===== src/rtl/if_fetch_stage_pkg.sv =====
// Shared definitions for the instruction-fetch stage: widths, reset PC, NOP
// encoding, FSM states and the {pc, instr} payload carried toward IF/ID.
package if_fetch_stage_pkg;

   localparam int unsigned XLEN  = 32;
   localparam int unsigned CNT_W = 2;

   localparam logic [XLEN-1:0] RESET_PC_DEFAULT = 32'h0000_0000;
   localparam logic [XLEN-1:0] NOP_INSTR        = 32'h0000_0013;

   typedef enum logic {
      ST_RUN   = 1'b0,
      ST_DRAIN = 1'b1
   } fetch_state_e;

   typedef struct packed {
      logic [XLEN-1:0] pc;
      logic [XLEN-1:0] instr;
   } fetch_entry_t;

   localparam int unsigned ENTRY_W = $bits(fetch_entry_t);

endpackage


===== src/rtl/if_fetch_stage_fetch_queue.sv =====
// Two-entry synchronous FIFO with flush; head entry is always at slot 0 so the
// output is taken straight from a register.
module fetch_queue
   import if_fetch_stage_pkg::*;
#(
   parameter int unsigned       DATA_W    = 32,
   parameter logic [DATA_W-1:0] RESET_VAL = '0
) (
   input  logic              clk,
   input  logic              rst,
   input  logic              flush_i,
   input  logic              push_i,
   input  logic [DATA_W-1:0] data_i,
   input  logic              pop_i,
   output logic [DATA_W-1:0] head_o,
   output logic [CNT_W-1:0]  count_o
);

   logic [DATA_W-1:0] ent0_q, ent0_d;
   logic [DATA_W-1:0] ent1_q, ent1_d;
   logic [CNT_W-1:0]  count_q, count_d;
   logic [CNT_W-1:0]  slot;
   logic              do_push;
   logic              do_pop;

   always_comb begin
      ent0_d  = ent0_q;
      ent1_d  = ent1_q;
      count_d = count_q;
      do_pop  = pop_i && (count_q != CNT_W'(0));
      do_push = push_i && ((count_q != CNT_W'(2)) || do_pop);
      slot    = count_q - CNT_W'(do_pop);
      if (flush_i) begin
         count_d = CNT_W'(0);
      end else begin
         if (do_pop) begin
            ent0_d = ent1_q;
         end
         // Write lands in the first free slot after any shift caused by the pop.
         if (do_push) begin
            if (slot == CNT_W'(0)) begin
               ent0_d = data_i;
            end else begin
               ent1_d = data_i;
            end
         end
         count_d = count_q + CNT_W'(do_push) - CNT_W'(do_pop);
      end
   end

   always_ff @(posedge clk) begin
      if (rst) begin
         ent0_q  <= RESET_VAL;
         ent1_q  <= RESET_VAL;
         count_q <= CNT_W'(0);
      end else begin
         ent0_q  <= ent0_d;
         ent1_q  <= ent1_d;
         count_q <= count_d;
      end
   end

   assign head_o  = ent0_q;
   assign count_o = count_q;

endmodule


===== src/rtl/if_fetch_stage.sv =====
// RV32I instruction-fetch stage: owns the PC, issues credit-limited word fetches,
// buffers responses in order, and discards stale fetches after a redirect.
module if_fetch_stage
   import if_fetch_stage_pkg::*;
#(
   parameter logic [XLEN-1:0] RESET_PC = RESET_PC_DEFAULT
) (
   input  logic            clk,
   input  logic            rst,
   output logic            imem_req_valid_o,
   input  logic            imem_req_ready_i,
   output logic [XLEN-1:0] imem_req_addr_o,
   input  logic            imem_rsp_valid_i,
   input  logic [XLEN-1:0] imem_rsp_data_i,
   input  logic            redirect_valid_i,
   input  logic [XLEN-1:0] redirect_pc_i,
   input  logic            stall_i,
   output logic            if_valid_o,
   output logic [XLEN-1:0] if_pc_o,
   output logic [XLEN-1:0] if_pc_plus4_o,
   output logic [XLEN-1:0] if_instr_o
);

   localparam int unsigned OCC_W = CNT_W + 1;

   fetch_state_e     state_q, state_d;
   logic [XLEN-1:0]  fetch_pc_q, fetch_pc_d;
   logic [CNT_W-1:0] outstanding_q, outstanding_d;
   logic [CNT_W-1:0] drop_cnt_q, drop_cnt_d;

   logic             q_flush;
   logic             pend_push;
   logic             out_push;
   logic             out_pop;
   logic [XLEN-1:0]  pend_head;
   logic [CNT_W-1:0] pend_count;
   fetch_entry_t     out_head;
   fetch_entry_t     out_new;
   logic [CNT_W-1:0] out_count;

   logic             consume;
   logic [OCC_W-1:0] occupancy;
   logic             req_fire;
   logic             rsp_ok;

   // An entry leaving IF/ID this cycle frees its slot immediately, which is what
   // lets a single-cycle memory sustain one fetch per cycle.
   always_comb begin
      consume   = if_valid_o && !stall_i;
      occupancy = OCC_W'(outstanding_q) + OCC_W'(out_count) - OCC_W'(consume);
      imem_req_valid_o = !rst && (state_q == ST_RUN) && !redirect_valid_i
                         && (occupancy < OCC_W'(2));
      req_fire  = imem_req_valid_o && imem_req_ready_i;
      rsp_ok    = imem_rsp_valid_i &&
                  ((state_q == ST_DRAIN) ? (drop_cnt_q != CNT_W'(0))
                                         : (pend_count != CNT_W'(0)));
   end

   always_comb begin
      state_d       = state_q;
      fetch_pc_d    = fetch_pc_q;
      outstanding_d = outstanding_q;
      drop_cnt_d    = drop_cnt_q;
      q_flush       = 1'b0;
      pend_push     = 1'b0;
      out_push      = 1'b0;
      out_pop       = 1'b0;
      if (redirect_valid_i) begin
         fetch_pc_d    = {redirect_pc_i[XLEN-1:2], 2'b00};
         q_flush       = 1'b1;
         drop_cnt_d    = outstanding_q - CNT_W'(rsp_ok);
         outstanding_d = drop_cnt_d;
         state_d       = (drop_cnt_d != CNT_W'(0)) ? ST_DRAIN : ST_RUN;
      end else if (state_q == ST_RUN) begin
         pend_push     = req_fire;
         out_push      = rsp_ok;
         out_pop       = consume;
         outstanding_d = outstanding_q + CNT_W'(req_fire) - CNT_W'(rsp_ok);
         if (req_fire) begin
            fetch_pc_d = fetch_pc_q + XLEN'(4);
         end
      end else begin
         // Stale responses are swallowed until every pre-redirect fetch has returned.
         if (rsp_ok) begin
            drop_cnt_d    = drop_cnt_q - CNT_W'(1);
            outstanding_d = outstanding_q - CNT_W'(1);
            if (drop_cnt_q == CNT_W'(1)) begin
               state_d = ST_RUN;
            end
         end
      end
   end

   always_ff @(posedge clk) begin
      if (rst) begin
         state_q       <= ST_RUN;
         fetch_pc_q    <= RESET_PC;
         outstanding_q <= CNT_W'(0);
         drop_cnt_q    <= CNT_W'(0);
      end else begin
         state_q       <= state_d;
         fetch_pc_q    <= fetch_pc_d;
         outstanding_q <= outstanding_d;
         drop_cnt_q    <= drop_cnt_d;
      end
   end

   assign out_new = '{pc: pend_head, instr: imem_rsp_data_i};

   fetch_queue #(
      .DATA_W    (XLEN),
      .RESET_VAL (RESET_PC)
   ) u_pend_q (
      .clk     (clk),
      .rst     (rst),
      .flush_i (q_flush),
      .push_i  (pend_push),
      .data_i  (fetch_pc_q),
      .pop_i   (out_push),
      .head_o  (pend_head),
      .count_o (pend_count)
   );

   fetch_queue #(
      .DATA_W    (ENTRY_W),
      .RESET_VAL ({RESET_PC, NOP_INSTR})
   ) u_out_q (
      .clk     (clk),
      .rst     (rst),
      .flush_i (q_flush),
      .push_i  (out_push),
      .data_i  (out_new),
      .pop_i   (out_pop),
      .head_o  (out_head),
      .count_o (out_count)
   );

   assign imem_req_addr_o = fetch_pc_q;
   assign if_valid_o      = (out_count != CNT_W'(0));
   assign if_pc_o         = out_head.pc;
   assign if_pc_plus4_o   = out_head.pc + XLEN'(4);
   assign if_instr_o      = if_valid_o ? out_head.instr : NOP_INSTR;

endmodule


===== config.mk =====
export PLATFORM = sky130hd
export DESIGN_NAME = if_fetch_stage
export DESIGN_NICKNAME = d
export VERILOG_FILES = /design/src/rtl/if_fetch_stage_pkg.sv /design/src/rtl/if_fetch_stage_fetch_queue.sv /design/src/rtl/if_fetch_stage.sv
export SDC_FILE = /design/constraint.sdc
export NUM_CORES = 1
export LEC_CHECK = 0
export CAP_MARGIN = 5
export CORE_UTILIZATION = 50
export DETAILED_ROUTE_END_ITERATION = 10
export PLACE_DENSITY = 0.77
export SETUP_SLACK_MARGIN = 0.3
export SLEW_MARGIN = 20
export SYNTH_ARGS = -nofsm -noshare
export SYNTH_HDL_FRONTEND = slang
export SYNTH_SLANG_ARGS = --single-unit

===== constraint.sdc =====
create_clock -name clk -period 8.35 [get_ports clk]
set_input_delay 1.67 -clock clk [delete_from_list [all_inputs] [get_ports clk]]
set_output_delay 1.67 -clock clk [all_outputs]
set_load 0.01 [all_outputs]

After elaboration in Yosys (flattened, before gate mapping)
Index checks and enable logic that the tools add are counted.
Storage, ports and cells
  register bits: 233
  word-level logic and storage cells: 96
Operators by class
  $lt $le $gt $ge: 1
  bitwise logic cells: 4
  reductions and logical operators: 31
  equal/unequal tests: 5
  add/subtract/negate cells: 15
  multiplexer cells: 29
Operator list (count)
  2-to-1 mux 32 bit: 7
  2-to-1 mux 64 bit: 3
  adder 32 x 3 -> 32 bit (second input constant): 2
  nonzero test 2 bit: 7
  2-to-1 mux 1 bit: 13
  2-to-1 mux 2 bit: 6
  subtractor 2 x 1 -> 2 bit: 6
  logical AND 1 bit: 10
  adder 2 x 1 -> 2 bit: 3
  inequality test 2 bit (second input constant): 3
  AND reduction 2 bit: 3
  AND reduction 3 bit: 2
  zero test 2 bit: 2
  NOT 1 bit: 4
  OR reduction 2 bit: 2
  subtractor 2 x 1 -> 2 bit (second input constant): 2
  adder 2 x 2 -> 3 bit: 1
  zero test 1 bit: 3
  less-than comparator 3 x 2 -> 1 bit (second input constant): 1
  inequality test 3 x 2 -> 1 bit (second input constant): 1
  subtractor 3 x 1 -> 3 bit: 1
  equality test 2 x 1 -> 1 bit (second input constant): 1
  logical OR 1 bit: 2

Logic depth before layout (Yosys ltp)
  depth in word-level cells: 11
  gate-level depth with buffers: 20
  depth with buffers taken out: 16

Cells and area by module
From an unflattened synthesis, not the netlist that was laid out.
Unflattened totals
  cell total of the unflattened synthesis: 1410
  area, all modules: 11845.1 sq um
By module, submodules not included
  fetch_queue at u_out_q: sequential area each 2602.5 sq um, cells each 671, times used 1, area each 5898.2 sq um
  if_fetch_stage: sequential area each 700.7 sq um, cells each 390, times used 1, area each 2991.6 sq um
  fetch_queue at u_pend_q: sequential area each 1321.3 sq um, cells each 349, times used 1, area each 2955.3 sq um

Worst setup path after synthesis
OpenSTA, ideal clock, no wires.
  path kind: input -> output
  start point: in stall_i
  end point: out imem_req_valid_o
  cell stages on the path: 6
  path slack: 3.437 ns
  arrival time: 3.243 ns
  buffers on the path: 0
  data required time: 6.680 ns
  cell sequence: nor2_1 > ha_1 > nand2b_1 > fa_1 > or4b_1 > nor2_1
Between the ends
  longest elaborated chain between the ends: 5
Ends and longest elaborated chain
  from (decl): RTL line if_fetch_stage.sv:17  | input logic stall_i,
  zero test 1 bit: RTL line if_fetch_stage.sv:49  | consume = if_valid_o && !stall_i;
  logical AND 1 bit: RTL line if_fetch_stage.sv:49
  subtractor 3 x 1 -> 3 bit: RTL line if_fetch_stage.sv:50  | occupancy = OCC_W'(outstanding_q) + OCC_W'(out_count) - OCC_W'(consume);
  less-than comparator 3 x 2 -> 1 bit: RTL line if_fetch_stage.sv:52  | && (occupancy < OCC_W'(2));
  logical AND 1 bit: RTL line if_fetch_stage.sv:52
  to (decl): RTL line if_fetch_stage.sv:10  | output logic imem_req_valid_o,
No other way between the ends.

Final worst setup path
Ends and elaborated chain as after synthesis.

==> results.md <==
- Status: completed
- Met2 GRT Util: 0.403
- Final hold viol count: 0
- Post-synth EDFFs: 0
- Cell Pwr Density: 173 nW/um^2
- CP arrival: 4.40 ns
- Min Tclk post-route: 6.07 ns
- Total iterations of the first detailed-routing run: 4
- Post-CTS setup buffer count: 0
- Post-CTS resize count: 0
- CTS Buffer Depth: 3
- Syn_area_per_cell: 8.45 um^2
- GR peak layer: met2
- Clock share of power: 0.424
- Cell internal pwr: between 1.5 and 2 mW
- Final net count: 1,489
- Max-Cap Viols: 0
- Worst vdd rail ir drop: 0.112 mV
- Drt total wl: 28,000 um
- Area of the core: 21,300 um^2
- Final ANT Viol Nets: 0
- Tot Pwr: 2.34 mW
- Setup violations, final: 0
- Ys flop type: dfxtp_1
- First-pass GRT wire length: 44,400 um
- Clock Pin Slew Worst Setup and Hold Paths: about 0.060 ns
- Leak Pwr: 4.67 nW
- Clock root cell: clkbuf_16
- Clock sink count: 229
- Die area: 22,600 um^2
- Area growth syn-to-layout: 22.8%
- Largest net degree at the start of global routing: 120
- Total Routing Usage GR: 0.243
- RSZ-0062 raised after global routing: false
- Slew Limit Fails: 0
- CTS H-tree lvls: 1
- Critical Path RT: between 6 and 7 ns
- Tightest Pin Transition: 0.997 ns
- CTS Hold Bufs: 0
- TritonCTS clock tree: done
- Number of DRC markers in iteration 0: 563
- Mapped Cells: 1,302
- Top Ports: 200
- Met1 Usage GRT: 0.338
- DP HPWL: 18,100 um
- Logic pwr share: 0.081
- CP Capture Type: output port
- Vias post-DR: 9,609
- Worst Setup Start Kind: input pin
- Share of layout cells above drive strength 1: 0.0480
- Fmax: 165 MHz
- Seq/Total Area, Yosys: 0.416
- Synth Cell Area: 11,000 um^2
- Clk Latency, worst-skew pair: about 0.51 ns
- Yosys reg bits: 229
- IO Port Bufs: a little under 200
- Class of the worst hold path: reg2reg
- N_diodes: 0
- GRT met3 Usage: 0.0270
- Skew final: 0.0135 ns
- CP max FO: 3
- Sequential power share: 0.496
- Vias in the first global route: 8,728
- Cell row count: 53
- Via density: 5.68
- Post-synth cell types: 57
- P_sw: 552 uW
- Sw Ratio: 0.236
- # DRC: 0
- Setup TNS: 0 ns
- Initial antenna violation count: 0
- CTS Buf Count: 23
- Die Y: approximately 150 um
- Setup Crit Path Kind: in2out
- Yosys warnings: 0
- Drt wl/cell: 16.5 um
- Overflow after GRT: 0
- Initial Util: 0.517
- Gp weighted congestion: 0.830
- Die width: 150 um
- Asr flop ratio synth: 0
- Slew headroom: 0.335
- Final worst path period share: 0.727
[area by class of cell]
cell class                 count  area (um^2)
multi-input combinational    907         5690
clock inverter                 4         48.8
tap                          275          344
inverter                      33          124
sequential                   229         4580
fill                        1773         7770
clock buffer                  33          663
timing repair buffer         210         2070
[cells by family after synthesis]
logic type | synth area share
compound gates | 0.102
xor+xnor | 0.0390
flops | 0.416
buf+inv | 0.0741
simple gates | 0.242
other cells | 0.000341
fa+ha+maj | 0.0177
mux | 0.108
[Yosys cell counts (3+ instances only)]
library cell | n | area share
o22ai_1 | 7 | 0.0040
buf_2 | 19 | 0.0086
nor2b_1 | 36 | 0.020
dfxtp_1 | 229 | 0.42
mux2i_1 | 119 | 0.11
nor3_1 | 14 | 0.0064
inv_1 | 31 | 0.011
nor2_1 | 189 | 0.064
buf_4 | 44 | 0.030
a211oi_1 | 35 | 0.024
buf_1 | 5 | 0.0017
a21oi_1 | 23 | 0.010
nand3_1 | 127 | 0.058
clkbuf_1 | 66 | 0.023
a32oi_1 | 5 | 0.0040
a21o_1 | 3 | 0.0020
or2_2 | 4 | 0.0023
and4_1 | 11 | 0.0088
xnor2_1 | 34 | 0.027
o21ai_0 | 17 | 0.0077
o211ai_1 | 6 | 0.0041
xor2_1 | 15 | 0.012
nand2_1 | 126 | 0.043
nor4_1 | 6 | 0.0034
a221oi_1 | 5 | 0.0040
and3_1 | 8 | 0.0045
nand4_1 | 16 | 0.0091
a311oi_1 | 33 | 0.026
ha_1 | 14 | 0.016
and2_1 | 12 | 0.0068
a31oi_1 | 9 | 0.0051
[cell usage in the layout (no fill, tap or decap), types with 6 or more instances in the layout]
cell             netlist  final
inv_1                 31     31
a311oi_1              33     33
nor3_1                14     14
and4_1                11     11
xor2_1                15     15
clkbuf_16              0     23
and3_1                 8      8
nor2b_1               36     36
a21oi_1               23     23
o21ai_0               17     17
mux2i_1              119    119
xnor2_1               34     34
nor4_1                 6      6
nand2_1              126    126
o211ai_1               6      6
a211oi_1              35     34
a31oi_1                9      9
o22ai_1                7      7
nand4_1               16     16
nor2_1               189    187
dfxtp_1              229    229
buf_4                 44     15
and2_1                12     11
nand3_1              127    127
ha_1                  14     14
clkdlybuf4s50_1        0    194
[power by group through the flow]
stage	clock network (mW)	logic, mW	registers, mW
floorplan	0	0.110	1.17
detailed placement	0	0.187	1.18
global route	1.05	0.207	1.16
CTS	1.00	0.189	1.16
finish	0.990	0.189	1.16
global placement	0	0.185	1.18
[worst paths after layout]
| check | slack, ns | depth (start not counted) | start | end |
|---|---|---|---|---|
| worst max register to register | 4.42 | 17 | u_out_q.count_o[1] | outstanding_q[1] |
| worst max-delay path | 2.28 | 8 | stall_i | imem_req_valid_o |
| worst min-delay path | 0.46 | 2 | u_out_q.head_o[31] | u_out_q.head_o[31] |
| worst min register to register | 0.46 | 2 | u_out_q.head_o[31] | u_out_q.head_o[31] |
[sequential cells by signal (all words and copies together), names as in the netlist]
name	cells
u_pend_q.head_o	32
u_out_q.head_o	64
u_out_q.ent1_q	64
u_out_q.count_o	2
u_pend_q.count_o	2
outstanding_q	2
imem_req_addr_o	30
u_pend_q.ent1_q	30
drop_cnt_q	2
state_q	1
[through the flow]
step	util	hold slack, ns	cell area, um^2	instances	setup WS, ns
2_1_floorplan	-	0.431	11000	1303	3.44
3_3_place_gp	0.602	0.442	12800	1654	2.28
3_5_place_dp	0.602	0.447	12800	1654	2.30
4_1_cts	0.635	0.463	13500	1691	2.28
5_1_grt	0.635	0.488	13500	1691	2.18
6_report	0.635	0.459	13500	1691	2.28
[critical path, stage by stage]
cell and delay, ns:
clkdlybuf4s50_1 0.54, nor2_1 0.07, ha_1 0.26, nand2b_1 0.15, fa_1 0.50, or4b_1 0.46
nor2_1 0.18, clkdlybuf4s50_1 0.57
[per-layer routing]
metal  up-vias  part of all wire  wire length (um)
li1       4690                 -                 -
met1      4589              0.46             13000
met2       300              0.46             13000
met3        30             0.059              1660
met4         0             0.013               361
met5         -                 0                 0
(Power assumes the default switching activity.)
